File: src/rtl/tone_clk_gen.sv
// Multi-channel NCO clock-enable generator: per-channel phase accumulator producing a tick strobe and square wave.
// Optional macro CLKDIV_DUTY_EN adds a programmable per-channel duty threshold for sq_out.
module tone_clk_gen #(
  parameter int CLK_HZ          = 27000000,
  parameter int ACC_W           = 32,
  parameter int NUM_CH          = 4,
  parameter int DEFAULT_FREQ_HZ = 22050,
  localparam int CH_W           = (NUM_CH > 1) ? $clog2(NUM_CH) : 1
) (
  input  logic              clk_27MHz,
  input  logic              reset,
  input  logic [NUM_CH-1:0] ch_en,
  input  logic              phase_sync,
  input  logic              inc_wr,
  input  logic [CH_W-1:0]   inc_ch,
  input  logic [ACC_W-1:0]  inc_data,
`ifdef CLKDIV_DUTY_EN
  input  logic              duty_wr,
  input  logic [CH_W-1:0]   duty_ch,
  input  logic [ACC_W-1:0]  duty_data,
`endif
  output logic [NUM_CH-1:0] inc_pending,
  output logic [NUM_CH-1:0] tick,
  output logic [NUM_CH-1:0] sq_out
);

  // Rounded DEFAULT_FREQ_HZ * 2^ACC_W / CLK_HZ, computed wide enough to avoid overflow.
  localparam int               CALC_W      = ACC_W + 48;
  localparam logic [CALC_W-1:0] W_CLK      = CALC_W'(CLK_HZ);
  localparam logic [CALC_W-1:0] W_NUM      = (CALC_W'(DEFAULT_FREQ_HZ) << ACC_W) + (W_CLK >> 1);
  localparam logic [ACC_W-1:0] DEFAULT_INC = ACC_W'(W_NUM / W_CLK);

  logic [ACC_W-1:0]  r_acc      [NUM_CH];
  logic [ACC_W-1:0]  r_inc      [NUM_CH];
  logic [ACC_W-1:0]  r_pend_val [NUM_CH];
  logic [NUM_CH-1:0] r_pend;
  logic [NUM_CH-1:0] r_tick;
  logic [NUM_CH-1:0] r_sq;

  logic [ACC_W:0]    w_sum      [NUM_CH];
  logic [NUM_CH-1:0] w_inc_hit;
  logic [NUM_CH-1:0] w_sq_next;

`ifdef CLKDIV_DUTY_EN
  localparam logic [ACC_W-1:0] DEFAULT_DUTY = {1'b1, {(ACC_W-1){1'b0}}};

  logic [ACC_W-1:0]  r_duty      [NUM_CH];
  logic [ACC_W-1:0]  r_duty_pval [NUM_CH];
  logic [NUM_CH-1:0] r_duty_pend;
  logic [NUM_CH-1:0] w_duty_hit;
`endif

  always_comb begin
    for (int i = 0; i < NUM_CH; i++) begin
      w_sum[i]     = {1'b0, r_acc[i]} + {1'b0, r_inc[i]};
      w_inc_hit[i] = inc_wr && (inc_ch == CH_W'(i));
`ifdef CLKDIV_DUTY_EN
      w_duty_hit[i] = duty_wr && (duty_ch == CH_W'(i));
      w_sq_next[i]  = (w_sum[i][ACC_W-1:0] < r_duty[i]);
`else
      w_sq_next[i]  = w_sum[i][ACC_W-1];
`endif
    end
  end

  // Sync and disable both force phase 0 and flush any pending increment, including one written this edge.
  always_ff @(posedge clk_27MHz or negedge reset) begin
    if (!reset) begin
      for (int i = 0; i < NUM_CH; i++) begin
        r_acc[i]      <= '0;
        r_inc[i]      <= DEFAULT_INC;
        r_pend_val[i] <= '0;
      end
      r_pend <= '0;
      r_tick <= '0;
      r_sq   <= '0;
    end else begin
      for (int i = 0; i < NUM_CH; i++) begin
        if (phase_sync || !ch_en[i]) begin
          r_acc[i]  <= '0;
          r_tick[i] <= 1'b0;
          r_sq[i]   <= 1'b0;
          r_pend[i] <= 1'b0;
          if (w_inc_hit[i]) begin
            r_inc[i] <= inc_data;
          end else if (r_pend[i]) begin
            r_inc[i] <= r_pend_val[i];
          end
        end else begin
          r_acc[i]  <= w_sum[i][ACC_W-1:0];
          r_tick[i] <= w_sum[i][ACC_W];
          r_sq[i]   <= w_sq_next[i];
          if (w_inc_hit[i]) begin
            r_pend_val[i] <= inc_data;
            r_pend[i]     <= 1'b1;
          end else if (w_sum[i][ACC_W] && r_pend[i]) begin
            r_inc[i]  <= r_pend_val[i];
            r_pend[i] <= 1'b0;
          end
        end
      end
    end
  end

`ifdef CLKDIV_DUTY_EN
  always_ff @(posedge clk_27MHz or negedge reset) begin
    if (!reset) begin
      for (int i = 0; i < NUM_CH; i++) begin
        r_duty[i]      <= DEFAULT_DUTY;
        r_duty_pval[i] <= '0;
      end
      r_duty_pend <= '0;
    end else begin
      for (int i = 0; i < NUM_CH; i++) begin
        if (phase_sync || !ch_en[i]) begin
          r_duty_pend[i] <= 1'b0;
          if (w_duty_hit[i]) begin
            r_duty[i] <= duty_data;
          end else if (r_duty_pend[i]) begin
            r_duty[i] <= r_duty_pval[i];
          end
        end else if (w_duty_hit[i]) begin
          r_duty_pval[i] <= duty_data;
          r_duty_pend[i] <= 1'b1;
        end else if (w_sum[i][ACC_W] && r_duty_pend[i]) begin
          r_duty[i]      <= r_duty_pval[i];
          r_duty_pend[i] <= 1'b0;
        end
      end
    end
  end
`endif

  assign inc_pending = r_pend;
  assign tick        = r_tick;
  assign sq_out      = r_sq;

endmodule

File: config.mk
export PLATFORM = sky130hd
export DESIGN_NAME = tone_clk_gen
export DESIGN_NICKNAME = d
export VERILOG_FILES = /design/src/rtl/tone_clk_gen.sv
export SDC_FILE = /design/constraint.sdc
export NUM_CORES = 1
export LEC_CHECK = 0
export ABC_AREA = 1
export CORE_AREA = 2 2 192 194
export CTS_CLUSTER_DIAMETER = 60
export DETAILED_ROUTE_END_ITERATION = 8
export DIE_AREA = 0 0 194 196
export PLACE_DENSITY = 0.84
export SYNTH_ARGS = -nofsm -noshare
export SYNTH_HDL_FRONTEND = slang
export SYNTH_SLANG_ARGS = --single-unit
File: constraint.sdc
create_clock -name clk_27MHz -period 4.5 [get_ports clk_27MHz]
set_input_delay 0.45 -clock clk_27MHz [delete_from_list [all_inputs] [get_ports clk_27MHz]]
set_output_delay 0.45 -clock clk_27MHz [all_outputs]
set_load 0.01 [all_outputs]
==> impl_metrics.py <==
metrics = {
    "sta": {
        "period_minus_slack_ns": 2.89,
        "timing.clock.skew_ns": 0.0201,
        "tns_ns": 0,
        "achievable-frequency_mhz": 347,
        "drv_slew": 0,
        "share_of_the_clock_period_used_by_the_worst_path_pct": 64.1,
        "transition_time_at_the_pin_with_the_least_slew_margin_ns": 0.954,
        "hold-worst-slack_ns": 0.351,
        "setup_viol": 0,
        "rsz0062_at_grt": "false",
        "final_hold_viol_count": 0,
        "slew_headroom_pct": 36.3,
    },
    "global_routing": {
        "grt_pass1_wl_mm": 108,
        "grtUsageTotal_pct": 35.5,
        "largest_net_degree_at_the_start_of_global_routing": 156,
        "grt_remaining_overflow": 0,
        "number_of_global_route_vias_before_repair": 21815,
        "antenna_found_initial": 2,
    },
    "yosys": {
        "synth.lib_cells_used.distinct": 37,
        "netlist_area_mm2": 0.0241,
        "total_nets_after_synthesis": 3614,
        "syn_avg_cell_area_um2": 7.00,
        "yosys.area_share.adder_pct": 6.98,
        "gate_count_after_technology_mapping": 3440,
        "yosys_warnings": 0,
        "synth_seq_cells": 392,
        "largest_family_of_logic_cells_by_synthesized_area": "simple AND/OR/NAND/NOR gates",
        "synth.area.mux_share_pct": 0,
        "synth_compound_area_share_pct": 12.2,
        "synth_sequential_area_ratio_pct": 40.9,
        "synth_simple_gate_area_share_pct": 31.3,
        "xor_and_xnor_area_share_after_synthesis_pct": 0.218,
    },
    "drt": {
        "drt-initial-drc-count": 1989,
        "route.detailed.wl_per_inst_um": 16.9,
        "drt-vias-per-instance": 5.69,
        "drc": 0,
        "drt_pre_antenna_iters": 6,
        "wirelength_mm": 66.8,
        "ant_nets": 0,
        "vias": 22525,
    },
    "floorplanning": {
        "die_area_mm2": 0.0380,
        "design.portCount": 54,
        "die_w_um": 194,
        "core-area_mm2": 0.0361,
        "floorplan.die.height_um": 196,
        "row_count": 70,
        "start_util_pct": 66.8,
    },
    "power_and_ir_drop": {
        "cellPowerDensity_mw_per_mm2": 442,
        "cellLeakagePower_uw": 0.0146,
        "vdd_ir_drop_max_mv": 0.378,
    },
    "critical_path": {
        "type_of_the_worst_setup_path": "flop to flop",
        "slack_of_the_worst_reg_to_reg_path_ns": 1.61,
        "critPathLaunchType": "flop",
        "critical_path_required_ns": 5.02,
        "cpMaxStageDelayCell": "sky130_fd_sc_hd__fa_1",
        "crit_path_max_incr_delay_ns": 0.50,
        "crit_fanout": 34,
        "arrival_time_of_data_at_the_critical_path_endpoint_ns": 3.40,
        "cp-end-kind": "flop",
        "cp_cell_sequence": "ha_1 -> fa_1 -> nand2_1 -> nand2_1 -> nand3_1 -> nand2_1 -> nand2_1 -> nand2_2 -> nand2_2 -> nand3_4 -> nand2_4 -> nand2_1 -> nand2_1",
        "crit_top_cell": "sky130_fd_sc_hd__nand2_1",
    },
    "finish": {
        "seq_area_mm2": 0.00986,
        "num-nets-final": 3629,
        "finalCoreUtilization_pct": 73.2,
        "layout-drive-gt1-share_pct": 5.47,
        "area_overhead_of_the_layout_relative_to_synthesis_pct": 9.55,
        "multiInputGateArea_mm2": 0.0122,
        "num-fill-cells": 2906,
    },
    "clocking": {
        "cts_setup_buffers": 0,
        "clock_latency_ns": 0.59,
        "clock_tree.root_cell": "sky130_fd_sc_hd__clkbuf_16",
        "clock_tree_from_tritoncts": "yes",
        "cts.clk_slew.worst_paths_ns": 0.06,
        "cts_num_sinks": 392,
        "h_tree_depth": 2,
        "maximum_buffer_depth_of_the_clock_tree": 3,
        "tritoncts.num_buffers": 46,
    },
    "run_status": {
        "outcome": "complete, no violations",
    },
    "worst_hold_path": {
        "worst_hold_path_type": "input port to asynchronous set/reset pin",
    },
    "place": {
        "buffers_added_on_ports": 53,
        "routabilityCongestion": 0.936,
        "place_hpwl_mm": 48.4,
    },
    "run": {
        "maxCapViolCount": 0,
    },
}
-- synthesized netlist by cell type --
cell type	instances	area [um^2]
sky130_fd_sc_hd__a21o_1	10	75.1
sky130_fd_sc_hd__xnor2_1	4	35.0
sky130_fd_sc_hd__buf_1	4	15.0
sky130_fd_sc_hd__o21bai_1	18	135
sky130_fd_sc_hd__buf_6	11	124
sky130_fd_sc_hd__nand2_1	1239	4650
sky130_fd_sc_hd__nand3_4	4	70.1
sky130_fd_sc_hd__inv_2	7	26.3
sky130_fd_sc_hd__ha_1	128	1600
sky130_fd_sc_hd__clkbuf_2	2	10.0
sky130_fd_sc_hd__o21a_1	4	30.0
sky130_fd_sc_hd__buf_4	16	120
sky130_fd_sc_hd__nor4_1	4	25.0
sky130_fd_sc_hd__nor3_2	3	30.0
sky130_fd_sc_hd__o21ai_0	301	1510
sky130_fd_sc_hd__nor2_1	302	1130
sky130_fd_sc_hd__or2_1	5	31.3
sky130_fd_sc_hd__nand2_4	4	45.0
sky130_fd_sc_hd__a21oi_2	10	87.6
sky130_fd_sc_hd__or2_2	1	6.26
sky130_fd_sc_hd__fa_1	4	80.1
sky130_fd_sc_hd__nor3_1	35	175
sky130_fd_sc_hd__buf_2	22	110
sky130_fd_sc_hd__dfstp_2	44	1160
sky130_fd_sc_hd__nand3_1	213	1070
sky130_fd_sc_hd__nor2_2	2	12.5
sky130_fd_sc_hd__clkbuf_1	48	180
sky130_fd_sc_hd__nand4_1	20	125
sky130_fd_sc_hd__xor2_1	2	17.5
sky130_fd_sc_hd__inv_1	374	1400
sky130_fd_sc_hd__o21ai_1	40	200
sky130_fd_sc_hd__nand3b_1	1	7.51
sky130_fd_sc_hd__nand2_2	21	131
sky130_fd_sc_hd__dfrtp_1	348	8710
sky130_fd_sc_hd__buf_8	1	15.0
sky130_fd_sc_hd__a21oi_1	182	911
sky130_fd_sc_hd__and2_1	6	37.5
-- critical path, delay by kind of cell, from the launching register on --
family | cells | cell delay, ns
simple gates | 11 | 1.69
fa+ha+maj | 2 | 0.76
flops | 1 | 0.37
-- what timing repair did --
action                    CTS  global route
resized for setup           0             0
hold buffers                1             0
hold endpoints to repair   34             0
-- where the power goes --
group / switching, uW / total [uW] / internal (uW)
logic: 1930 / 2960 / 1030
clock network: 1600 / 3910 / 2310
registers: 501 / 4790 / 4290
-- state kept, by name, summed over array words and instances (netlist names) --
name,count
inc_pending,4
r_acc,125
r_inc,128
r_pend_val,128
sq_out,3
tick,4
-- metrics by stage --
step	area (um^2)	setup WS (ns)	instances	power (uW)
final	26400	1.61	3962	11700
after global routing	26400	1.39	3961	12300
after CTS	26400	1.65	3961	11700
after detailed placement	24800	1.45	3874	7730
after global placement	24800	1.57	3874	7600
after floorplan	24100	2.46	3440	6810
-- layout by cell type, fill, tap and decap left out, drive strengths merged, types with 20 or more instances in the layout --
cell type      instances
nor2                 304
a21oi                192
dfrtp                348
nand4                 20
clkdlybuf4s50         52
nand3                217
dfstp                 44
ha                   128
inv                  389
o21ai                341
nor3                  38
nand2               1264
clkbuf                65
-- worst paths after layout --
path,startpoint,endpoint,cells past startpoint
worst max-delay path,r_acc[0],r_inc[8],13
worst min register to register,r_inc[0],r_inc[0],2
min in group clk_27MHz,r_inc[0],r_inc[0],2
worst min-delay path,reset,r_acc[16],2
worst max register to register,r_acc[0],r_inc[8],13
max in group asynchronous,reset,r_acc[92],3
-- cell type report --
class / instances / share of cell area (%)
Sequential cell: 392 / 37.4
Clock buffer: 65 / 5.14
Timing Repair Buffer: 71 / 2.64
Inverter: 381 / 5.42
Clock inverter: 21 / 0.886
Multi-Input combinational cell: 2563 / 46.3
Antenna cell: 1 / 0.00948
Tap cell: 468 / 2.22
-- routing by layer --
metal  global-route usage (%)  routed length, um
met5                        0                  0
met4                     14.1               2530
met3                     5.91               5100
met2                     59.0              31300
met1                     46.8              27800
-- kinds of logic after synthesis --
logic type	Yosys count
xor+xnor	6
flops	392
simple gates	1860
buf+inv	485
fa+ha+maj	132
compound gates	565
(Power assumes the default switching activity.)
